`config.mk`:
```
export PLATFORM = sky130hd
export DESIGN_NAME = apb_slave_mem_flat
export DESIGN_NICKNAME = d
export VERILOG_FILES = /design/src/rtl/apb_slave_pkg.sv /design/src/rtl/apb_slave_mem_if.sv /design/src/rtl/apb_wait_ctr.sv /design/src/rtl/apb_slave_mem.sv /design/src/flat_wrapper.sv
export SDC_FILE = /design/constraint.sdc
export NUM_CORES = 1
export LEC_CHECK = 0
export CAP_MARGIN = 30
export CELL_PAD_IN_SITES_DETAIL_PLACEMENT = 0
export CELL_PAD_IN_SITES_GLOBAL_PLACEMENT = 1
export CORE_UTILIZATION = 45
export DETAILED_ROUTE_END_ITERATION = 16
export PLACE_DENSITY = 0.77
export SYNTH_ARGS = -nofsm -noshare
export SYNTH_HDL_FRONTEND = slang
export SYNTH_HIERARCHICAL = 1
export SYNTH_SLANG_ARGS = --single-unit
```
`constraint.sdc`:
```
create_clock -name pclk -period 3.6 [get_ports pclk]
set_input_delay 0.54 -clock pclk [delete_from_list [all_inputs] [get_ports pclk]]
set_output_delay 0.54 -clock pclk [all_outputs]
set_load 0.02 [all_outputs]
```
`src/rtl/apb_slave_pkg.sv`:
```
// Shared types and default parameters for the APB slave memory.
// Latency: n/a (types only). Backpressure: n/a.
// Holds the FSM state encoding and wait-counter width.
package apb_slave_pkg;

    typedef enum logic {
        IDLE   = 1'b0,
        ACCESS = 1'b1
    } state_t;

    localparam int ADDR_W_DEF      = 8;
    localparam int DATA_W_DEF      = 8;
    localparam int DEPTH_DEF       = 64;
    localparam int WAIT_CYCLES_DEF = 2;
    localparam int CTR_W           = 4;

endpackage

```
`src/rtl/apb_slave_mem_if.sv`:
```
// APB completer-side bus bundle with requester and completer views.
// Latency: n/a (wires only). Backpressure: pready driven by the completer.
// Clock and reset stay outside the bundle.
interface apb_slave_mem_if #(
    parameter int ADDR_W = 8,
    parameter int DATA_W = 8
);
    logic              psel;
    logic              penable;
    logic              pwrite;
    logic [ADDR_W-1:0] paddr;
    logic [DATA_W-1:0] pwdata;
    logic              pready;
    logic [DATA_W-1:0] prdata;
    logic              pslverr;

    modport master (
        output psel, penable, pwrite, paddr, pwdata,
        input  pready, prdata, pslverr
    );

    modport slave (
        input  psel, penable, pwrite, paddr, pwdata,
        output pready, prdata, pslverr
    );
endinterface

```
`src/rtl/apb_wait_ctr.sv`:
```
// 4-bit wait-state counter: load, clear, decrement-to-zero, zero flag.
// Latency: count updates one pclk edge after a control pulse.
// Backpressure: none; decrement saturates at zero.
module apb_wait_ctr
    import apb_slave_pkg::*;
(
    input  logic             pclk,
    input  logic             presetn,
    input  logic             load_i,
    input  logic [CTR_W-1:0] load_val_i,
    input  logic             dec_i,
    input  logic             clr_i,
    output logic             zero_o
);

    logic [CTR_W-1:0] cnt_q;
    logic [CTR_W-1:0] cnt_d;

    always_comb begin
        cnt_d = cnt_q;
        if (clr_i) begin
            cnt_d = '0;
        end else if (load_i) begin
            cnt_d = load_val_i;
        end else if (dec_i && (cnt_q != '0)) begin
            cnt_d = cnt_q - 1'b1;
        end
    end

    always_ff @(posedge pclk or negedge presetn) begin
        if (!presetn) begin
            cnt_q <= '0;
        end else begin
            cnt_q <= cnt_d;
        end
    end

    assign zero_o = (cnt_q == '0);

endmodule

```
`src/rtl/apb_slave_mem.sv`:
```
// APB completer backed by a DEPTH-word register memory with error on out-of-range address.
// Latency: pready rises in access cycle WAIT_CYCLES+1; writes land on the completion edge.
// Backpressure: holds pready low for WAIT_CYCLES access cycles; psel drop aborts.
module apb_slave_mem
    import apb_slave_pkg::*;
#(
    parameter int ADDR_W      = ADDR_W_DEF,
    parameter int DATA_W      = DATA_W_DEF,
    parameter int DEPTH       = DEPTH_DEF,
    parameter int WAIT_CYCLES = WAIT_CYCLES_DEF
) (
    input  logic          pclk,
    input  logic          presetn,
    apb_slave_mem_if.slave apb
);

    localparam int                IDX_W   = (DEPTH > 1) ? $clog2(DEPTH) : 1;
    localparam logic [ADDR_W:0]   DEPTH_L = (ADDR_W+1)'(DEPTH);
    localparam logic [CTR_W-1:0]  WAIT_L  = CTR_W'(WAIT_CYCLES);

    state_t            state_q, state_d;
    logic [ADDR_W-1:0] addr_q, addr_d;
    logic              pwrite_q, pwrite_d;
    logic [DATA_W-1:0] pwdata_q, pwdata_d;
    logic [DATA_W-1:0] mem_q [DEPTH];

    logic              ctr_load, ctr_dec, ctr_clr, ctr_zero;
    logic              mem_we;
    logic              addr_ok;
    logic [IDX_W-1:0]  idx;
    logic              pready_w;

    // Full-width unsigned compare so out-of-range addresses never alias into memory.
    assign addr_ok = ({1'b0, addr_q} < DEPTH_L);
    assign idx     = addr_q[IDX_W-1:0];

    apb_wait_ctr u_wait_ctr (
        .pclk       (pclk),
        .presetn    (presetn),
        .load_i     (ctr_load),
        .load_val_i (WAIT_L),
        .dec_i      (ctr_dec),
        .clr_i      (ctr_clr),
        .zero_o     (ctr_zero)
    );

    always_comb begin
        state_d  = state_q;
        addr_d   = addr_q;
        pwrite_d = pwrite_q;
        pwdata_d = pwdata_q;
        ctr_load = 1'b0;
        ctr_dec  = 1'b0;
        ctr_clr  = 1'b0;
        mem_we   = 1'b0;
        unique case (state_q)
            IDLE: begin
                if (apb.psel && !apb.penable) begin
                    state_d  = ACCESS;
                    addr_d   = apb.paddr;
                    pwrite_d = apb.pwrite;
                    pwdata_d = apb.pwdata;
                    ctr_load = 1'b1;
                end
            end
            ACCESS: begin
                if (!apb.psel) begin
                    state_d = IDLE;
                    ctr_clr = 1'b1;
                end else if (!ctr_zero) begin
                    ctr_dec = apb.penable;
                end else begin
                    state_d = IDLE;
                    mem_we  = pwrite_q && addr_ok;
                end
            end
            default: state_d = IDLE;
        endcase
    end

    always_ff @(posedge pclk or negedge presetn) begin
        if (!presetn) begin
            state_q  <= IDLE;
            addr_q   <= '0;
            pwrite_q <= 1'b0;
            pwdata_q <= '0;
        end else begin
            state_q  <= state_d;
            addr_q   <= addr_d;
            pwrite_q <= pwrite_d;
            pwdata_q <= pwdata_d;
        end
    end

    always_ff @(posedge pclk or negedge presetn) begin
        if (!presetn) begin
            for (int i = 0; i < DEPTH; i++) begin
                mem_q[i] <= '0;
            end
        end else if (mem_we) begin
            mem_q[idx] <= pwdata_q;
        end
    end

    // Outputs depend only on registered state, so no input reaches them combinationally.
    assign pready_w    = (state_q == ACCESS) && ctr_zero;
    assign apb.pready  = pready_w;
    assign apb.pslverr = pready_w && !addr_ok;
    assign apb.prdata  = (pready_w && !pwrite_q && addr_ok) ? mem_q[idx] : '0;

endmodule
```
`src/flat_wrapper.sv`:
```
// flat-port wrapper written by rule: the top's interface ports become plain ports
module apb_slave_mem_flat import apb_slave_pkg::*;
#(
    parameter int ADDR_W      = ADDR_W_DEF,
    parameter int DATA_W      = DATA_W_DEF,
    parameter int DEPTH       = DEPTH_DEF,
    parameter int WAIT_CYCLES = WAIT_CYCLES_DEF
)
  (pclk, presetn, apb_psel, apb_penable, apb_pwrite, apb_paddr, apb_pwdata, apb_pready, apb_prdata, apb_pslverr);
  apb_slave_mem_if #(.ADDR_W(ADDR_W), .DATA_W(DATA_W)) apb_i ();
  input  logic pclk;
  input  logic presetn;
  input wire logic [$bits(apb_i.psel)-1:0] apb_psel;
  input wire logic [$bits(apb_i.penable)-1:0] apb_penable;
  input wire logic [$bits(apb_i.pwrite)-1:0] apb_pwrite;
  input wire logic [$bits(apb_i.paddr)-1:0] apb_paddr;
  input wire logic [$bits(apb_i.pwdata)-1:0] apb_pwdata;
  output wire logic [$bits(apb_i.pready)-1:0] apb_pready;
  output wire logic [$bits(apb_i.prdata)-1:0] apb_prdata;
  output wire logic [$bits(apb_i.pslverr)-1:0] apb_pslverr;
  assign apb_i.psel = apb_psel;
  assign apb_i.penable = apb_penable;
  assign apb_i.pwrite = apb_pwrite;
  assign apb_i.paddr = apb_paddr;
  assign apb_i.pwdata = apb_pwdata;
  assign apb_pready = apb_i.pready;
  assign apb_prdata = apb_i.prdata;
  assign apb_pslverr = apb_i.pslverr;
  apb_slave_mem #(.ADDR_W(ADDR_W), .DATA_W(DATA_W), .DEPTH(DEPTH), .WAIT_CYCLES(WAIT_CYCLES)) u_core (.pclk(pclk), .presetn(presetn), .apb(apb_i));
endmodule
```
=== Word-level counts from Yosys, hierarchy flattened ===
Cells that the tools add are included.

* Logic and storage cells: 113
* Register bits: 534
* Output and inout port bits: 10

* Multiplexer cells: 23
* Magnitude comparators: 3
* $add $sub $neg: 1
* Bitwise logic cells: 2
* Reduce and logical (&&, ||, !) cells: 15

{| class="wikitable"
|+ Operators with widths
! operator !! count
|-
| bitwise mux 512 bit || 1
|-
| binary-select mux 8 bit (select 6 bit) || 1
|-
| demux 8 bit (select 6 bit) || 1
|-
| 2-to-1 mux 8 bit || 4
|-
| 2-to-1 mux 1 bit || 12
|-
| 2-to-1 mux 4 bit || 3
|-
| logical AND 1 bit || 8
|-
| < comparator 8 x 7 -> 1 bit, second input constant || 1
|-
| greater-or-equal comparator 7 bit, second input constant || 1
|-
| < comparator 7 x 1 -> 1 bit, second input constant || 1
|-
| inverter 6 -> 7 bit || 1
|-
| logical NOT 4 bit || 1
|-
| nonzero test 4 bit || 1
|-
| subtractor 4 x 1 -> 4 bit, second input constant || 1
|-
| logical NOT 1 bit || 3
|-
| nonzero test 3 bit || 1
|-
| case mux 1 bit (2 select lines) || 1
|-
| AND reduction 2 bit || 1
|-
| inverter 1 bit || 1
|}

=== Longest topological paths before layout ===
Gate-level depths: netlist of the first run.

* Depth in word-level cells: 8
* Gate-level depth with buffers: 12
* Gate-level depth less buffers: 10

=== By module ===
The synthesis of the first run kept the hierarchy.

{| class="wikitable"
|+ Modules (own cells, without submodules)
! module !! cells an instance !! instances !! area an instance (sq um)
|-
| apb_slave_mem || 1797 || 1 || 24380.9
|-
| apb_wait_ctr || 31 || 1 || 292.8
|}

=== Worst setup path before layout of the first run ===
OpenSTA, ideal clock, no wires.

* Path kind: register to register
* Start: register u_core.u_wait_ctr.cnt_q[1]
* End: register u_core/mem_q[16] (netlist bit)
* Data arrival time: 2.689 ns
* Clock period less this slack: 2.817 ns
* Path buffers: 1
* Slack: 0.783 ns
* Setup time: 0.128 ns
* Cell stages (with the launch flop): 12
* Data required time: 3.472 ns
* Path through: dfrtp_1 -> inv_1 -> ha_1 -> or3b_1 -> buf_2 -> inv_1 -> nand2_1 -> inv_1 -> nand4_1 -> nor3_4 -> nand2_2 -> mux2_1

* Longest elaborated chain between the ends: 4

{| class="wikitable"
|+ RTL lines
! what !! line !! source
|-
| start: declaration || apb_wait_ctr.sv:16 || <nowiki>logic [CTR_W-1:0] cnt_q;</nowiki>
|-
| start signal: assignment || apb_wait_ctr.sv:34 || <nowiki>cnt_q <= cnt_d;</nowiki>
|-
| logical NOT 4 bit || apb_wait_ctr.sv:38 || <nowiki>assign zero_o = (cnt_q == '0);</nowiki>
|-
| via u_core.ctr_zero || apb_slave_mem.sv:27 || <nowiki>logic ctr_load, ctr_dec, ctr_clr, ctr_zero;</nowiki>
|-
| 2-to-1 mux 1 bit || apb_slave_mem.sv:70 || <nowiki>end else if (!ctr_zero) begin</nowiki>
|-
| 2-to-1 mux 1 bit || apb_slave_mem.sv:67 || <nowiki>if (!apb.psel) begin</nowiki>
|-
| 2-to-1 mux 1 bit || apb_slave_mem.sv:56 || <nowiki>unique case (state_q)</nowiki>
|-
| end signal: indexed assignment || apb_slave_mem.sv:101 || <nowiki>mem_q[idx] <= pwdata_q;</nowiki>
|-
| end: declaration || apb_slave_mem.sv:25 || <nowiki>logic [DATA_W-1:0] mem_q [DEPTH];</nowiki>
|}

The timed path passes the listed nets, and every way through them passes these cells.
A chain may end at the register's enable or synchronous reset.

=== Worst setup path in the final report of the first run ===
* Start: register u_core.addr_q[2]
* End: output port apb_prdata[4]

* Longest elaborated chain between the ends: 5
* Elaborated cells on any way between the ends: 7
* Those cells by class: order compare: 1; mux: 4; bitwise: 1; reduce/logical: 1

{| class="wikitable"
|+ RTL lines
! what !! line !! source
|-
| start: declaration || apb_slave_mem.sv:22 || <nowiki>logic [ADDR_W-1:0] addr_q, addr_d;</nowiki>
|-
| start signal: assignment || apb_slave_mem.sv:89 || <nowiki>addr_q <= addr_d;</nowiki>
|-
| inverter 6 -> 7 bit (implied by the code) || apb_slave_mem.sv:109 || <nowiki>assign apb.prdata = (pready_w && !pwrite_q && addr_ok) ? mem_q[idx] : '0;</nowiki>
|-
| binary-select mux 8 bit (select 6 bit) || apb_slave_mem.sv:109 ||
|-
| 2-to-1 mux 8 bit (implied by the code) (2 in series) || apb_slave_mem.sv:109 ||
|-
| 2-to-1 mux 8 bit (*) || apb_slave_mem.sv:109 ||
|-
| end: declaration || flat_wrapper.sv:19 || <nowiki>output wire logic [$bits(apb_i.prdata)-1:0] apb_prdata;</nowiki>
|}

Mark *: on every way between the ends. The rest lies on a longest branch, timed or not. The select of a mux whose other input is x is not followed.

==> impl_metrics.yaml, run 1 <==
critical_path:
  path_cells: "buf_4 > and2_4 > buf_12 > a22oi_2 > o22ai_1 > a211o_1 > a211oi_2 > buf_4 > a31oi_4 > buf_6"
  worstSetupEndpointType: "output port"
  path_buf_inv: 4
  cp.arrival_ps: 3100
  cpPeakStageDelay_ps: 530
  reg2reg_from: "u_core/u_wait_ctr/cnt_q[1]$_DFFE_PN0P_"
  crit_required_ps: 3060
  crit_slowest_cell: "dfrtp_4"
  critPathTopFamily: "compound AO/OA/AOI/OAI gates"
  crit_fanout: 20
  cp_common_cell: "buf_4"
  start_kind: "flip-flop"
  crit_path_start: "u_core/addr_q[2]$_DFFE_PN0P_"
  critPathKind: "flip-flop to output port"
yosys:
  synth_compound_area_frac: 0.0873
  syn_area_um2: 24700
  synth_cell_type_count: 63
  yosys_warnings: 6
  ys.flop_type: "dfrtp_1"
  syn_area_per_cell_um2: 13.5
  ys_top_cells_by_area: "dfrtp_1 (54%), mux2_2 (24%), mux4_2 (2.3%)"
  async_reset_ff_frac: 1.00
  synth_seq_cells: 534
  synth_cells: 1828
  ys_seq_area_frac: 0.542
  synth-simple-area-share: 0.0492
  synth_top_cell_by_area: "dfrtp_1"
  synth_top_area_share: 0.542
  synth_xor_area_frac: 0
  muxShareOfSynthArea: 0.294
  synth_edf_count: 0
  synth_fa_ha_area_frac: 0.00101
  synth_top_family_by_area: "multiplexers"
sta:
  setup_viol: 2
  timing.final.ws_setup_ps: -43.9
  fin_skew_ps: 21.6
  fin_crit_ps: 3640
  tightestPinTransition_ps: 1040
  rsz0062_at_grt: "yes"
  hold-worst-slack_ps: 495
  hold_violations: 0
  relSlewSlack: 0.307
  post-route-period-util: 1.01
  drv_slew: 0
  fmax_mhz: 274
  final.setup.tns_ps: -62.8
grt:
  grt_pass1_wl_um: 115000
  grt_start_max_net_pins: 96
  antenna_found_initial: 1
  gr-total-overflow: 0
  grt_pass1_vias: 17900
  grt_use_total: 0.273
floorplanning:
  fp.dieW_um: 236
  die_height_um: 236
  core-area_um2: 54000
  io_pins: 31
  die_area_um2: 55800
  fp-row-count: 85
  start_util: 0.457
routing:
  detail_route.wl_per_cell_um: 27.4
  drt-initial-drc-count: 1543
  drcViolationCount: 0
  ant_nets: 0
  routed_via_density: 6.19
  vias: 17100
  first_pass_iters: 5
  wl_um: 75700
final_layout:
  drive_gt1_frac: 0.534
  fin_nets: 2041
  areaGrowthSynthToFinish_pct: 23.8
  final_cell_mix: "mux2_2 (531), dfrtp_1 (523), buf_4 (189)"
  fillers: 4291
  layout_commonest_cell: "mux2_2"
placed_design:
  dp_slack_ps: -154
  gp_congestion: 0.913
  io_buffer_count: 30
  hpwl_um: 48800
clocking:
  cts_buffer_depth: 3
  numCtsBuffers: 56
  htree_num_levels: 2
  path_clk_slew_ps: 60
  clock_sinks: 534
  insertion_delay_ps: 620
  cts-root-buf: "clkbuf_16"
  cts_tree: "yes"
worst_hold_path:
  hold_path.class: "flip-flop to flip-flop"
  min_from: "u_core/mem_q[25]$_DFFE_PN0P_"
power:
  powerDensity_nw_per_um2: 519
  vdd_drop_max_v: 0.000386
  power.leakage_nw: 14.3
run:
  cap_violations: 0
outcome:
  outcome: "finished with violations"
  failed_checks: "setup timing"
==> where the power goes <==
part | switching [W] | leakage (nW) | internal [W]
Sequential | 0.000295 | 7.41 | 0.00612
Clock | 0.00249 | 0.951 | 0.00372
Combinational | 0.00193 | 5.99 | 0.00129
Total | 0.00472 | 14.3 | 0.0111
==> per-stage QoR <==
step	std cells	total power, W	util	instance area, um^2
global route	2760	0.0163	0.565	30500
global placement	2617	0.00900	0.502	27100
CTS	2748	0.0157	0.557	30100
finish	2761	0.0158	0.565	30600
floorplan	1830	0.00766	-	24700
detailed placement	2620	0.00908	0.503	27200
==> registers in the layout (all words and copies together), names as in the netlist <==
signal / flops
u_core/u_wait_ctr/cnt_q: 4
u_core/state_q: 1
u_core/pwdata_q: 8
u_core/mem_q: 512
u_core/addr_q: 8
u_core/pwrite_q: 1
==> cell usage after synthesis (8+ instances only) <==
master,instances
dfrtp_1,534
mux2_2,531
clkbuf_1,86
a22oi_1,68
a221oi_1,54
mux2i_1,54
buf_2,40
nand2_1,40
nor2_1,40
nor2_2,40
a21oi_1,32
nand2_2,28
mux4_2,25
o22ai_1,25
o21ai_0,24
nand3_1,16
a22o_1,15
mux2_1,15
a211oi_1,13
buf_1,12
a31oi_1,9
nor2b_1,9
o32ai_1,9
buf_4,8
inv_1,8
==> worst register-to-register path: stages, from the launching register on <==
cell     delay, ps
dfrtp_1        390
inv_2          100
ha_1           170
or3b_4         380
inv_1           80
nand2_1        100
nor4_1         250
buf_4          180
and2_1         190
buf_4          210
nand2_2        110
buf_4          190
nor2_2          80
buf_4          220
mux2_2         370
==> area by class of cell <==
type                    instances  area [um^2]  share of cell area
inverters                       8         30.0            0.000983
clock buffers                  75         1610              0.0528
well taps                     696          871              0.0285
repair buffers                276         2800              0.0917
flip-flops and latches        534        13400               0.438
clock inverters                29          380              0.0124
diodes                          1         2.50           0.0000819
multi-input cells            1142        11500               0.375
==> worst paths after layout <==
| kind | depth (start not counted) | slack, ps | end |
|---|---|---|---|
| setup / recovery | 10 | -40 | apb_prdata[4] |
| hold / removal | 1 | 490 | u_core/mem_q[25]$_DFFE_PN0P_ |
| max in group asynchronous | 3 | 1990 | u_core/mem_q[470]$_DFFE_PN0P_ |
| hold reg to reg | 1 | 490 | u_core/mem_q[25]$_DFFE_PN0P_ |
| setup reg to reg | 14 | 470 | u_core/mem_q[292]$_DFFE_PN0P_ |
| min in group asynchronous | 2 | 560 | u_core/pwdata_q[5]$_DFFE_PN0P_ |
==> cells by family (layout without fill, tap and decap cells) <==
kind of cell	count (synthesis)	in the layout
DFF	534	534
adders and majority gates	2	2
muxes	625	625
buffers and inverters	154	388
AOI/OAI and AO/OA	290	290
other	2	5
and+or+nand+nor	221	221
==> per-layer routing <==
metal  vias to the layer above  GRT usage  routed length, um
met5                         -          0                  0
met4                         0      0.102               2720
met3                       172     0.0659               6190
met2                       688      0.423              34900
met1                      8996      0.372              31800
li1                       7223          -                  -
==> timing repair <==
item                                   CTS  global route
hold buffers                             1             0
pin swaps                               28            35
cloned                                   7             1
setup buffers                           20            13
resized for setup                      149            71
endpoints found under the hold margin   12             0
setup endpoints to repair                8             7
Note: power is estimated with default switching activity, not from simulation.
==> run 2: changes to the inputs <==
TNS_END_PERCENT = 5   (was default)
==> impl_metrics.yaml, run 2 (same netlist as run 1, synthesis figures left out) <==
critical_path:
  critPathTopFamily: "compound AO/OA/AOI/OAI gates"
  worstSetupEndpointType: "output port"
  crit_fanout: 20
  cpPeakStageDelay_ps: 520
  cp.arrival_ps: 3120
  path_cells: "buf_4 > and2_4 > buf_12 > a22oi_2 > o22ai_1 > a211o_1 > a211oi_2 > buf_4 > a31oi_4 > buf_6"
  path_buf_inv: 4
  start_kind: "flip-flop"
  reg2reg_from: "u_core/u_wait_ctr/cnt_q[1]$_DFFE_PN0P_"
  reg2reg_to: "u_core/mem_q[292]$_DFFE_PN0P_"
  crit_slowest_cell: "dfrtp_4"
  crit_required_ps: 3060
  r2r_cells: 14
  r2r_slack_ps: 490
  cp_common_cell: "buf_4"
  critPathKind: "flip-flop to output port"
placed_design:
  hpwl_um: 48800
  dp_cells: 2620
  place_area_um2: 27200
  io_buffer_count: 30
  gp_congestion: 0.913
grt:
  antenna_found_initial: 0
  grt_start_max_net_pins: 96
  gr-total-overflow: 0
  grt_use_total: 0.273
  grt_pass1_wl_um: 115000
  grt_pass1_vias: 18000
power:
  pwr-share-clk: 0.393
  vdd_drop_max_v: 0.000393
  power.leakage_nw: 14.3
  switching_share: 0.298
  seq_power_share: 0.405
  internal_power_w: 0.0111
  powerDensity_nw_per_um2: 520
  combPwrFrac: 0.202
  p_total_w: 0.0158
  switchingPower_w: 0.00471
final_layout:
  final_cell_mix: "mux2_2 (531), dfrtp_1 (523), buf_4 (192)"
  layout_commonest_cell: "mux2_2"
  drive_gt1_frac: 0.529
  regMostFlops: "u_core/mem_q"
  diodes: 0
  fin_nets: 2042
  reg_top3: "u_core/mem_q: 512 flops, u_core/addr_q: 8 flops, u_core/pwdata_q: 8 flops"
  fillers: 4298
  design_area_um2: 30500
  areaGrowthSynthToFinish_pct: 23.5
  final_cell_count_no_fill: 2761
  largest_reg_flops: 512
routing:
  drt-initial-drc-count: 1454
  detail_route.wl_per_cell_um: 27.4
  vias: 17100
  ant_nets: 0
  drcViolationCount: 0
  routed_via_density: 6.19
  wl_um: 75700
  first_pass_iters: 5
sta:
  rsz0062_at_grt: "yes"
  fin_skew_ps: 26.3
  tightestPinTransition_ps: 1050
  drv_slew: 0
  hold_violations: 0
  timing.final.ws_setup_ps: -61.0
  post-route-period-util: 1.02
  relSlewSlack: 0.303
  fin_crit_ps: 3660
  fmax_mhz: 273
  setup_viol: 4
floorplanning:
  fp.dieW_um: 236
  die_height_um: 236
  core-area_um2: 54000
  io_pins: 31
  die_area_um2: 55800
  fp-row-count: 85
  start_util: 0.457
outcome:
  failed_checks: "setup timing"
  outcome: "finished with violations"
clocking:
  htree_num_levels: 2
  path_clk_slew_ps: 60
  clock_sinks: 534
  cts_tree: "yes"
  cts-root-buf: "clkbuf_16"
  insertion_delay_ps: 630
  numCtsBuffers: 56
  cts_buffer_depth: 3
worst_hold_path:
  hold_path.class: "flip-flop to flip-flop"
  min_from: "u_core/mem_q[25]$_DFFE_PN0P_"
  min_path_cells: 1
  holdPathEnd: "u_core/mem_q[25]$_DFFE_PN0P_"
run:
  cap_violations: 0
[run 2: cell types whose count changed in the layout (fill, tap and decap cells not counted), sizes merged]
cell / change
diode: -1
buf: +1
[run 2: worst max path at each step]
stage,startpoint,end,slack (ps),depth (start not counted)
finish,u_core/addr_q[2]$_DFFE_PN0P_,apb_prdata[4],-60,10
global route,u_core/addr_q[1]$_DFFE_PN0P_,apb_prdata[7],-90,9
CTS,u_core/addr_q[2]$_DFFE_PN0P_,apb_prdata[6],-40,9
detailed placement,u_core/addr_q[1]$_DFFE_PN0P_,apb_prdata[0],-150,9
global placement,u_core/addr_q[1]$_DFFE_PN0P_,apb_prdata[7],-120,10
floorplan,u_core/u_wait_ctr/cnt_q[1]$_DFFE_PN0P_,u_core/mem_q[16]$_DFFE_PN0P_,780,11
[run 2: area by class of cell]
type | count | area, um^2 | share of cell area
flip-flops and latches | 534 | 13400 | 0.439
multi-input cells | 1142 | 11400 | 0.373
repair buffers | 277 | 2810 | 0.0924
clock buffers | 75 | 1610 | 0.0530
well taps | 696 | 871 | 0.0286
clock inverters | 29 | 380 | 0.0125
inverters | 8 | 30.0 | 0.000986
[run 2: worst register-to-register path, cell delays in order, from the launching register on]
cell and delay (ps):
dfrtp_1 390, inv_2 100, ha_1 170, or3b_1 380, inv_1 80, nand2_1 90
nor4_1 250, buf_4 180, and2_1 190, buf_4 210, nand2_2 110, buf_4 190
nor2_2 80, buf_4 220, mux2_2 370
[run 2: what timing repair did]
item | in CTS | in global routing
resized for setup | 147 | 54
hold buffers | 1 | 0
setup endpoints to repair | 8 | 8
buffers inserted | 20 | 12
pin swaps | 28 | 26
cloned | 7 | 1
endpoints found under the hold margin | 12 | 0
[run 2: layer usage]
metal / GRT usage / part of all wire / wire length [um]
met4: 0.101 / 0.041 / 3120
met5: 0 / 0 / 0
met1: 0.371 / 0.42 / 32000
met2: 0.424 / 0.46 / 34600
met3: 0.0673 / 0.079 / 5960
[run 2: power groups by stage]
stage	Sequential (W)	Combinational, W	Clock [W]
floorplan	0.00627	0.00139	0
global placement	0.00658	0.00242	0
detailed placement	0.00651	0.00257	0
CTS	0.00641	0.00297	0.00632
global route	0.00643	0.00331	0.00655
finish	0.00641	0.00320	0.00622
[run 2: per-stage QoR]
stage | setup TNS, ps | setup WS [ps] | util | hold WS (ps)
3_3_place_gp | -253 | -123 | 0.502 | 473
4_1_cts | -91.8 | -42.0 | 0.557 | 499
2_1_floorplan | 0 | 783 | - | 244
6_report | -99.9 | -61.0 | 0.564 | 496
5_1_grt | -378 | -90.4 | 0.564 | 510
3_5_place_dp | -251 | -154 | 0.503 | 483
